$ cat src/rtl/instr_cycle_controller.sv
// 8-phase instruction-cycle sequencer for the 8-bit RISC CPU, with optional IDLE wait cycles.
// Optional feature: define CTRL_SINGLE_STEP_EN to add the step input for single-instruction stepping.
module instr_cycle_controller #(
    parameter int OPW       = 3,
    parameter int IDLE_WAIT = 0
) (
    input  logic           clk,
    input  logic           rst_n,
`ifdef CTRL_SINGLE_STEP_EN
    input  logic           step,
`endif
    input  logic [OPW-1:0] opcode,
    input  logic           zero,
    output logic           addr_sel,
    output logic           addr_en,
    output logic           rd,
    output logic           wr,
    output logic           ld_ir,
    output logic           inc_pc,
    output logic           ld_pc,
    output logic           ld_ac,
    output logic           data_e,
    output logic           halt,
    output logic [2:0]     phase
);

    typedef enum logic [2:0] {
        PH_INST_ADDR  = 3'd0,
        PH_INST_FETCH = 3'd1,
        PH_INST_LOAD  = 3'd2,
        PH_IDLE       = 3'd3,
        PH_OP_ADDR    = 3'd4,
        PH_OP_FETCH   = 3'd5,
        PH_ALU_OP     = 3'd6,
        PH_STORE      = 3'd7
    } phase_t;

    typedef enum logic [2:0] {
        OP_HLT = 3'd0,
        OP_SKZ = 3'd1,
        OP_ADD = 3'd2,
        OP_AND = 3'd3,
        OP_XOR = 3'd4,
        OP_LDA = 3'd5,
        OP_STO = 3'd6,
        OP_JMP = 3'd7
    } opcode_t;

    if (OPW != 3) begin : g_bad_opw
        $error("instr_cycle_controller: OPW must be 3");
    end
    if (IDLE_WAIT < 0 || IDLE_WAIT > 15) begin : g_bad_idle_wait
        $error("instr_cycle_controller: IDLE_WAIT must be in 0..15");
    end

    localparam logic [3:0] WAIT_LAST = 4'(IDLE_WAIT);

    phase_t     state;
    logic       halted;
    logic [3:0] wait_cnt;
    logic       run_ok;
    logic       aluop;

`ifdef CTRL_SINGLE_STEP_EN
    assign run_ok = step;
`else
    assign run_ok = 1'b1;
`endif

    // NOTE: reset is synchronous, so rst_n is tested inside the clocked block, not in its sensitivity list.
    always_ff @(posedge clk) begin
        if (!rst_n) begin
            state    <= PH_INST_ADDR;
            halted   <= 1'b0;
            wait_cnt <= 4'd0;
        end else if (!halted) begin
            case (state)
                PH_INST_ADDR: if (run_ok) state <= PH_INST_FETCH;
                PH_IDLE: begin
                    if (wait_cnt == WAIT_LAST) begin
                        wait_cnt <= 4'd0;
                        state    <= PH_OP_ADDR;
                    end else begin
                        wait_cnt <= wait_cnt + 4'd1;
                    end
                end
                PH_OP_ADDR: begin
                    // Halting freezes the sequencer in OP_FETCH until the next reset.
                    if (opcode == OP_HLT) halted <= 1'b1;
                    state <= PH_OP_FETCH;
                end
                default: state <= phase_t'(state + 3'd1);
            endcase
        end
    end

    assign aluop = (opcode == OP_ADD) || (opcode == OP_AND) ||
                   (opcode == OP_XOR) || (opcode == OP_LDA);
    assign phase = state;
    assign halt  = halted;

    // NOTE: every output gets a default before the case so no latch is inferred.
    always_comb begin
        addr_sel = state[2];
        addr_en  = 1'b0;
        rd       = 1'b0;
        wr       = 1'b0;
        ld_ir    = 1'b0;
        inc_pc   = 1'b0;
        ld_pc    = 1'b0;
        ld_ac    = 1'b0;
        data_e   = 1'b0;
        if (!halted) begin
            case (state)
                PH_INST_ADDR: addr_en = 1'b1;
                PH_INST_FETCH: rd = 1'b1;
                PH_INST_LOAD, PH_IDLE: begin
                    rd    = 1'b1;
                    ld_ir = 1'b1;
                end
                PH_OP_ADDR: begin
                    addr_en = 1'b1;
                    inc_pc  = 1'b1;
                end
                PH_OP_FETCH: rd = aluop;
                PH_ALU_OP: begin
                    rd     = aluop;
                    inc_pc = (opcode == OP_SKZ) && zero;
                    ld_pc  = (opcode == OP_JMP);
                    data_e = (opcode == OP_STO);
                end
                PH_STORE: begin
                    rd     = aluop;
                    ld_ac  = aluop;
                    ld_pc  = (opcode == OP_JMP);
                    inc_pc = (opcode == OP_JMP);
                    data_e = (opcode == OP_STO);
                    wr     = (opcode == OP_STO);
                end
                default: ;
            endcase
        end
    end

endmodule

$ cat config.mk
export PLATFORM = sky130hd
export DESIGN_NAME = instr_cycle_controller
export DESIGN_NICKNAME = d
export VERILOG_FILES = /design/src/rtl/instr_cycle_controller.sv
export SDC_FILE = /design/constraint.sdc
export NUM_CORES = 1
export LEC_CHECK = 0
export CORE_MARGIN = 2
export CORE_UTILIZATION = 48
export CTS_BUF_LIST = sky130_fd_sc_hd__clkbuf_4
export CTS_CLUSTER_DIAMETER = 40
export CTS_CLUSTER_SIZE = 25
export DETAILED_ROUTE_END_ITERATION = 16
export PLACE_DENSITY_LB_ADDON = 0.25
export SETUP_SLACK_MARGIN = 0.2
export SLEW_MARGIN = 40
export SYNTH_ARGS = -nofsm -noshare
export SYNTH_HDL_FRONTEND = slang
export SYNTH_SLANG_ARGS = --single-unit
$ cat constraint.sdc
create_clock -name clk -period 2 [get_ports clk]
set_input_delay 0.4 -clock clk [delete_from_list [all_inputs] [get_ports clk]]
set_output_delay 0.4 -clock clk [all_outputs]
set_load 0.03 [all_outputs]
==> impl.org, run 1 <==
** Place
- Cell area after placement :: 935.9 um2
- During placement, the flow inserted port buffers numbering 18.
- Pre-CTS setup slack :: -0.05709 ns
- Weighted congestion reported at the end of routability-driven placement :: 0.8023
- Summed over all nets, the half-perimeter wirelength after detailed placement is 1196 um.

** Routing
- In this run the remaining antenna-violating nets after routing total 0.
- Using the TritonRoute via totals, the vias-per-cell ratio works out to 5.397.
- After detailed routing, the number of remaining DRC violations is 0.
- The final route contains 680 vias.
- After detailed routing, the average wire length per cell comes to 13.90 um.
- Drt initial violations :: 15
- After detailed routing, the total wire length is 1751 um.
- Router iterations before antenna repair :: 4

** Cells and area
- The repair_antennas step left the layout with diodes totalling 0.
- Final Cell Area :: 0.001049 mm2
- Total Nets Final :: 126
- Proportion of layout cells with a drive suffix above 1 :: 0.3694
- Area delta synth->final :: 62.09%
- # fillers :: 82
- At the end of the flow the core is filled with cells to 0.8160.

** Flow run
- Number of max-cap violations :: 0

** Synth
- Among all cell types in the netlist, the one instantiated most often is sky130_fd_sc_hd__inv_1.
- The cell count after synthesis came out at 81.
- After synthesis, the mean cell area works out to 7.986 um2.
- By count the netlist is led by 10 x sky130_fd_sc_hd__inv_1, 8 x sky130_fd_sc_hd__dfxtp_1, 8 x sky130_fd_sc_hd__ha_1, 8 x sky130_fd_sc_hd__nor2_1, 7 x sky130_fd_sc_hd__a21oi_1.
- Largest cells by area after synthesis :: sky130_fd_sc_hd__dfxtp_1 25%, sky130_fd_sc_hd__ha_1 15%, sky130_fd_sc_hd__inv_1 5.8%
- Number of nets produced by synthesis :: 95
- The synthesized design contains 8 register bits.
- Post-synth EDFFs :: 0
- Number of distinct library cell variants in the gate-level netlist after synthesis :: 30
- Area of the mapped netlist :: 646.9 um2
- Most used flip-flop cell after synthesis :: sky130_fd_sc_hd__dfxtp_1
- Async set-reset flop share out of synthesis :: 0
- Sequential element share of the synthesized area :: 0.2476
- Cell type with the highest aggregate area in the netlist :: sky130_fd_sc_hd__dfxtp_1
- The share of synthesized area in the top cell type comes to 0.2476.
- Yosys synthesis warning count :: 0

** Floorplanning
- Total die area :: 0.001657 mm2
- Height of the chip :: 40.71 um
- DIE WIDTH :: 40.71 um
- Cell row count :: 13
- Area of the core :: 0.001285 mm2
- During I/O placement, the number of pins put on the boundary was 19.
- For this configuration, the core starts out at a cell density of 0.5034.

** STA
- Setup total negative slack on the finished layout was measured at 0 ns.
- Fmax :: 507.0 MHz
- Setup repair after global routing could not meet its margin everywhere.
- Minimum clock period :: 1.972 ns
- Final Max Slew Viols :: 0
- Of the available clock period, the critical path in the final layout requires 0.9862.
- Number of setup violations in the final report :: 0
- Worst relative slew slack :: 0.7688
- Setup slack closes at 0.02766 ns.
- On the final layout, the worst hold slack is 0.5248 ns.
- Worst Max-Slew Pin Slew :: 0.3453 ns
- Between clock sinks in the finished design, the worst skew comes to 0.0008282 ns.
- Number of hold violations in the final report :: 0

** Power and ir drop
- Part of the power in the clock network :: 0.292
- Sw frac :: 0.3371
- VDD sags by at most 0.4184 mV.
- Switching power :: 0.0001731 W
- Power share of the combinational group :: 0.363
- The share of total power dissipated in sequential elements is 0.344.
- Dividing total power by cell area gives a power density of 489.8 mW/mm2.
- The analysis attributes to cell leakage a power of 0.4390 nW.
- Internal power comes to 0.0003404 W.

** Critical path
- The cell family contributing the most delay on the critical path is simple AND/OR/NAND/NOR gates.
- STA classifies the critical path startpoint as a flop.
- CP Cell Sequence :: ha_4, ha_4, a21oi_2, or2_4, nor3_4, buf_6
- Of all nets on the critical path, the largest fanout is 4.
- By instance count, the cell type seen most on the critical path is sky130_fd_sc_hd__ha_4.
- At the worst endpoint, the required time is 1.60 ns.
- The number of buffers and inverters on the critical path is 1.
- In this design, the stage delay of the slowest critical-path cell is 0.37 ns.
- Worst setup EP type :: output port
- Slowest cell on the critical path :: sky130_fd_sc_hd__dfxtp_4
- STA puts the critical path data arrival time at 1.57 ns.
- The worst setup path is of the reg -> out kind.

** Clocking
- Clock latency on the worst-skew pair, taken at its later pin, is 0.26 ns.
- In this run the number of H-tree levels came out at 1.
- Buffers from clock root to sink, at most :: 2
- Clock tree sinks :: 8
- Clock transition at the register clock pins on the worst setup and hold paths after CTS :: 0.06 ns
- Clk Tree Root Cell :: sky130_fd_sc_hd__clkbuf_4
- In this run, post-CTS hold repair placed 0 buffers.
- Clock tree from TritonCTS :: built
- Counting the buffers created by CTS gives 3.

** GRT
- Via count of the first global-routing pass :: 594
- Wire length of the first global-routing pass :: 2539 um
- Remaining global-route overflow :: 0
- Pin count of the biggest net entering global routing :: 11
- For this run, the total global-route usage over all layers was measured as 0.2334.
- The number of antenna violations at the first check in global routing is 0.

** Outcome
- Result of the run :: complete, no violations

** Worst hold path
- Path category of the worst min-delay check :: reg -> reg
-- state kept, by name, summed over array words and instances, names as in the netlist --
| register | flops |
|---|---|
| phase | 3 |
| halt | 1 |
| wait_cnt | 4 |
-- worst register-to-register path: cells and delay by family (launching register included) --
kind	cells	cell delay [ns]
compound gates	1	0.34
fa+ha+maj	2	0.40
flops	1	0.36
simple gates	2	0.39
-- what timing repair did --
| item | in CTS | in global routing |
|---|---|---|
| resized for setup | 15 | 5 |
| buffers inserted | 5 | 0 |
| pin swaps | 8 | 2 |
| endpoints found under the setup margin | 11 | 9 |
-- cells by family (layout without fill, tap and decap cells) --
kind of cell    count (synthesis)  count (layout)  synth area share
simple gates                   31              31            0.2863
compound gates                 19              19            0.1895
buf+inv                        13              43           0.09285
fa+ha+maj                       8               8            0.1547
flops                           8               8            0.2476
xor+xnor                        1               1           0.01354
mux                             1               1           0.01547
-- per-stage QoR --
stage,instances,total power (W)
4_1_cts,126,0.0005154
3_3_place_gp,117,0.0003505
2_1_floorplan,81,0.0002888
3_5_place_dp,117,0.0003536
6_report,126,0.0005135
5_1_grt,126,0.0005383
-- worst paths after layout --
check	startpoint	end	slack, ns	cells after the start
min reg2reg	wait_cnt[0]	wait_cnt[0]	0.52	2
max reg2reg	phase[1]	phase[0]	0.40	5
max	phase[1]	data_e	0.03	6
min	wait_cnt[0]	wait_cnt[0]	0.52	2
-- metal layers --
layer / vias up / track usage / wire [um]
met2: 19 / 0.4048 / 906
met4: 0 / 0.02500 / 8
met5: - / 0 / 0
met3: 2 / 0.1087 / 97
met1: 312 / 0.2671 / 739
li1: 347 / - / -
-- cells in the final DEF, fill, tap and decap left out, types with 3 or more instances in the layout --
master,Yosys,final
sky130_fd_sc_hd__or3_1,3,3
sky130_fd_sc_hd__ha_4,0,3
sky130_fd_sc_hd__nand2_1,4,4
sky130_fd_sc_hd__ha_1,8,4
sky130_fd_sc_hd__buf_4,1,13
sky130_fd_sc_hd__nor2_1,8,8
sky130_fd_sc_hd__buf_6,1,4
sky130_fd_sc_hd__dfxtp_1,8,5
sky130_fd_sc_hd__a21oi_1,7,6
sky130_fd_sc_hd__clkdlybuf4s50_1,0,6
sky130_fd_sc_hd__inv_1,10,10
sky130_fd_sc_hd__dfxtp_4,0,3
sky130_fd_sc_hd__dlygate4sd2_1,0,3
sky130_fd_sc_hd__clkbuf_4,0,4
-- power by group through the flow --
stage	logic [W]	registers [W]	clock network, W
2_1_floorplan	0.0000980	0.000191	0
3_3_place_gp	0.000169	0.000182	0
3_5_place_dp	0.000172	0.000182	0
4_1_cts	0.000185	0.000177	0.000154
5_1_grt	0.000198	0.000178	0.000162
6_report	0.000186	0.000177	0.000150
-- cell type report --
class	instances	area [um2]	area share
clock buffers	4	30.03	0.02864
inverters	11	41.29	0.03938
multi-input cells	60	540.5	0.5155
flip-flops and latches	8	171.4	0.1635
well taps	15	18.77	0.01790
repair buffers	28	246.5	0.2351
Power figures use the tool's default switching activity.
==> run 2: changes to the inputs <==
Settings changed: TNS_END_PERCENT set to 30.
==> impl.org, run 2 (synthesis gave the netlist of run 1 again) <==
** Place
- The final weighted congestion in routability-driven placement came to 0.8023 (unchanged).
- The cell area after placement is 935.9 um2 (unchanged).
- Pre-CTS setup slack :: -0.05709 ns (unchanged)
- The count of buffers inserted at the top-level ports came to 18 (unchanged).
- DP Wirelength :: 1196 um (unchanged)

** Routing
- The number of design-rule violations left by the first detailed-router iteration came to 6 (was 15).
- The total routed wirelength was 1743 um (was 1751 um).
- Detail Route met3 WL :: 81 um (was 97 um)
- Wire length per cell after detailed routing :: 13.94 um (was 13.90 um)
- Wire length on met1 :: 737 um (was 739 um)
- The highest routing layer actually used is met3 (was met4).
- Number of vias per cell :: 5.288 (was 5.397)
- The final antenna-violating net count came to 0 (unchanged).
- Router iterations before antenna repair :: 4 (unchanged)
- The detailed-route via count was 661 (was 680).
- Number of design rule violations left after detail routing :: 0 (unchanged)
- Total length of routed met2 wires :: 923 um (was 906 um)

** Clocking
- The CTS buffer count was 3 (unchanged).
- Depth of the CTS H-tree :: 1 (unchanged)
- The number of buffers on the longest clock path is 2 (unchanged).
- Clock tree from TritonCTS :: built (unchanged)
- The clock input transition at the sequential cells of the worst setup and hold paths is 0.06 ns (about the same).
- Clock tree sinks :: 8 (unchanged)
- The insertion delay of the later-clocked pin in the worst-skew pair came to 0.26 ns (about the same).
- The master cell of the clock root buffer is sky130_fd_sc_hd__clkbuf_4 (unchanged).

** STA
- Share of the cycle needed by the critical path after routing :: 0.9895 (was 0.9862)
- Number of setup violations in the final report :: 0 (unchanged)
- Clk_skew :: 0.0003413 ns (was 0.0008282 ns)
- The number of hold-slack violations in the final timing report came to 0 (unchanged).
- The setup slack after layout was 0.02091 ns (was 0.02766 ns).
- Unrepaired setup endpoints after global routing :: true (unchanged)
- The total negative setup slack is 0 ns (unchanged).
- Worst relative slew slack :: 0.7671 (was 0.7688)
- Final Max Slew Viols :: 0 (unchanged)
- The highest clock frequency the design can meet was 505.3 MHz (was 507.0 MHz).
- Minimum clock period :: 1.979 ns (was 1.972 ns)
- Worst Max-Slew Pin Slew :: 0.3478 ns (was 0.3453 ns)

** GRT
- Pin count of the biggest net entering global routing :: 11 (unchanged)
- Global-route total usage across every layer :: 0.2232 (was 0.2334)
- The total grt overflow came to 0 (unchanged).
- Via count of the first global-routing pass :: 586 (was 594)
- The wire length of the first global-routing pass came to 2442 um (was 2539 um).
- Number of antenna violations at the first check in global routing :: 0 (unchanged)

** Power and ir drop
- Part of the power in the clock network :: 0.290 (was 0.292)
- The total power per unit cell area came to 491.8 mW/mm2 (was 489.8 mW/mm2).
- P_int :: 0.0003441 W (was 0.0003404 W)
- The fraction of power consumed by combinational cells came to 0.369 (was 0.363).
- The power share of the sequential group was 0.340 (was 0.344).
- The leakage power of the design came to 0.4503 nW (was 0.4390 nW).
- Worst voltage drop across the vdd grid :: 0.4169 mV (was 0.4184 mV)
- The switching power came to 0.0001746 W (was 0.0001731 W).
- The proportion of total power due to net switching came to 0.3366 (was 0.3371).

** Critical path
- CP most frequent cell :: sky130_fd_sc_hd__ha_4 (unchanged)
- Worst flop-to-flop path endpoint :: phase[0] (unchanged)
- The beginning of the worst register-to-register path is phase[1] (unchanged).
- The maximum fanout encountered on the critical timing path was 4 (unchanged).
- Start point of the critical path :: phase[1] (unchanged)
- Path depth of the worst reg2reg path :: 5 (unchanged)
- Logic depth of the worst path, buffers included :: 6 (unchanged)
- Critical path type :: reg -> out (unchanged)
- Family of cells with the greatest summed delay on the critical path :: simple AND/OR/NAND/NOR gates (unchanged)
- The category of the worst setup path launch point was a flop (unchanged).
- Minimum setup slack among reg-to-reg paths :: 0.43 ns (was 0.40 ns)
- Arrival time at the worst endpoint :: 1.58 ns (was 1.57 ns)
- Slowest cell on the critical path :: sky130_fd_sc_hd__dfxtp_4 (unchanged)
- The type of element capturing the critical path is an output port (unchanged).
- The required time at the worst-slack endpoint came to 1.60 ns (about the same).
- The number of buffers and inverters on the critical path was 1 (unchanged).
- The critical path's largest stage delay came to 0.37 ns (about the same).
- CP Cell Sequence :: ha_4, ha_4, a21oi_2, or2_4, nor3_4, buf_6 (unchanged)

** Floorplanning
- Height of the chip :: 40.71 um (unchanged)
- The starting density of the core is 0.5034 (unchanged).
- Area of the core :: 0.001285 mm2 (unchanged)
- DIE WIDTH :: 40.71 um (unchanged)
- Cell row count :: 13 (unchanged)
- Number of top-level pins :: 19 (unchanged)
- Total die area :: 0.001657 mm2 (unchanged)

** Worst hold path
- Path category of the worst min-delay check :: reg -> reg (unchanged)
- Hold Path Cell Cnt :: 2 (unchanged)
- The destination of the worst hold path was wait_cnt[0] (unchanged).
- Hold path start :: wait_cnt[0] (unchanged)

** Cells and area
- Sequential cell area :: 171.4 um2 (unchanged)
- The count of inserted antenna diode cells came to 0 (unchanged).
- Footprint of the multi-input gates :: 550.5 um2 (was 540.5 um2)
- Final Cell Area :: 0.001055 mm2 (was 0.001049 mm2)
- Most used cells in the layout excluding fill and tap cells: 12 x sky130_fd_sc_hd__buf_4, 10 x sky130_fd_sc_hd__inv_1, 8 x sky130_fd_sc_hd__nor2_1 (was 13 x sky130_fd_sc_hd__buf_4, 10 x sky130_fd_sc_hd__inv_1, 8 x sky130_fd_sc_hd__nor2_1).
- Proportion of layout cells with a drive suffix above 1 :: 0.3636 (was 0.3694)
- The fill cell total of the finished layout was 82 (unchanged).
- Largest register FFs :: 4 (unchanged)
- Register with the most flip-flops :: wait_cnt (unchanged)
- The commonest non-fill, non-tap cell in the layout is sky130_fd_sc_hd__buf_4 (unchanged).
- Area delta synth->final :: 63.06% (was 62.09%)
- The post-layout net count is 125 (was 126).

** Outcome
- Result of the run :: complete, no violations (unchanged)

** Flow run
- The number of violations of the max-capacitance limit is 0 (unchanged).
-- run 2: cell types whose count changed in the layout (fill, tap and decap cells not counted), sizes merged --
cell and change:
dlygate4sd2 -1, dlymetal6s2s +1, buf -1
-- run 2: stage by stage --
| stage | utilization | total power [W] | hold slack [ns] | std cells |
|---|---|---|---|---|
| after CTS | 0.7984 | 0.0005141 | 0.5188 | 125 |
| after detailed placement | 0.7283 | 0.0003536 | 0.5099 | 117 |
| final | 0.8208 | 0.0005187 | 0.5251 | 125 |
| after floorplan | - | 0.0002888 | 0.4784 | 81 |
| after global routing | 0.8208 | 0.0005442 | 0.5557 | 125 |
| after global placement | 0.7283 | 0.0003505 | 0.4940 | 117 |
-- run 2: what timing repair did --
item                                    in CTS  in global routing
hold buffers                                 0                  0
hold endpoints to repair                     0                  0
endpoints found under the setup margin      11                 10
pin swaps                                    7                  4
buffers inserted                             4                  0
resized for setup                           12                  9
-- run 2: layout make-up --
type | count | area share
Inverter | 11 | 0.03915
Tap cell | 15 | 0.01779
Clock buffer | 4 | 0.02847
Timing Repair Buffer | 27 | 0.2301
Sequential cell | 8 | 0.1625
Multi-Input combinational cell | 60 | 0.5219
-- run 2: tightest hold or removal path: stages, from the launching register on --
cell                      delay [ns]
sky130_fd_sc_hd__dfxtp_1        0.35
sky130_fd_sc_hd__nand2_1        0.07
sky130_fd_sc_hd__a21oi_1        0.06
-- run 2: how the worst max path moves through the flow --
stage                     slack [ns]  endpoint
after floorplan                 0.21    data_e
after global routing           -0.04    data_e
after global placement         -0.03    inc_pc
final                           0.02    data_e
after CTS                       0.03        rd
after detailed placement       -0.06    inc_pc
-- run 2: power by group through the flow --
stage               clock network, W  registers, W   logic, W
finish                      0.000150      0.000177   0.000192
global route                0.000162      0.000178   0.000204
CTS                         0.000154      0.000177   0.000183
detailed placement                 0      0.000182   0.000172
global placement                   0      0.000182   0.000169
floorplan                          0      0.000191  0.0000980
-- run 2: per-layer routing --
| layer | up-vias | GRT usage |
|---|---|---|
| li1 | 344 | - |
| met4 | 0 | 0.01667 |
| met2 | 19 | 0.4048 |
| met1 | 298 | 0.2443 |
| met5 | - | 0 |
| met3 | 0 | 0.1033 |
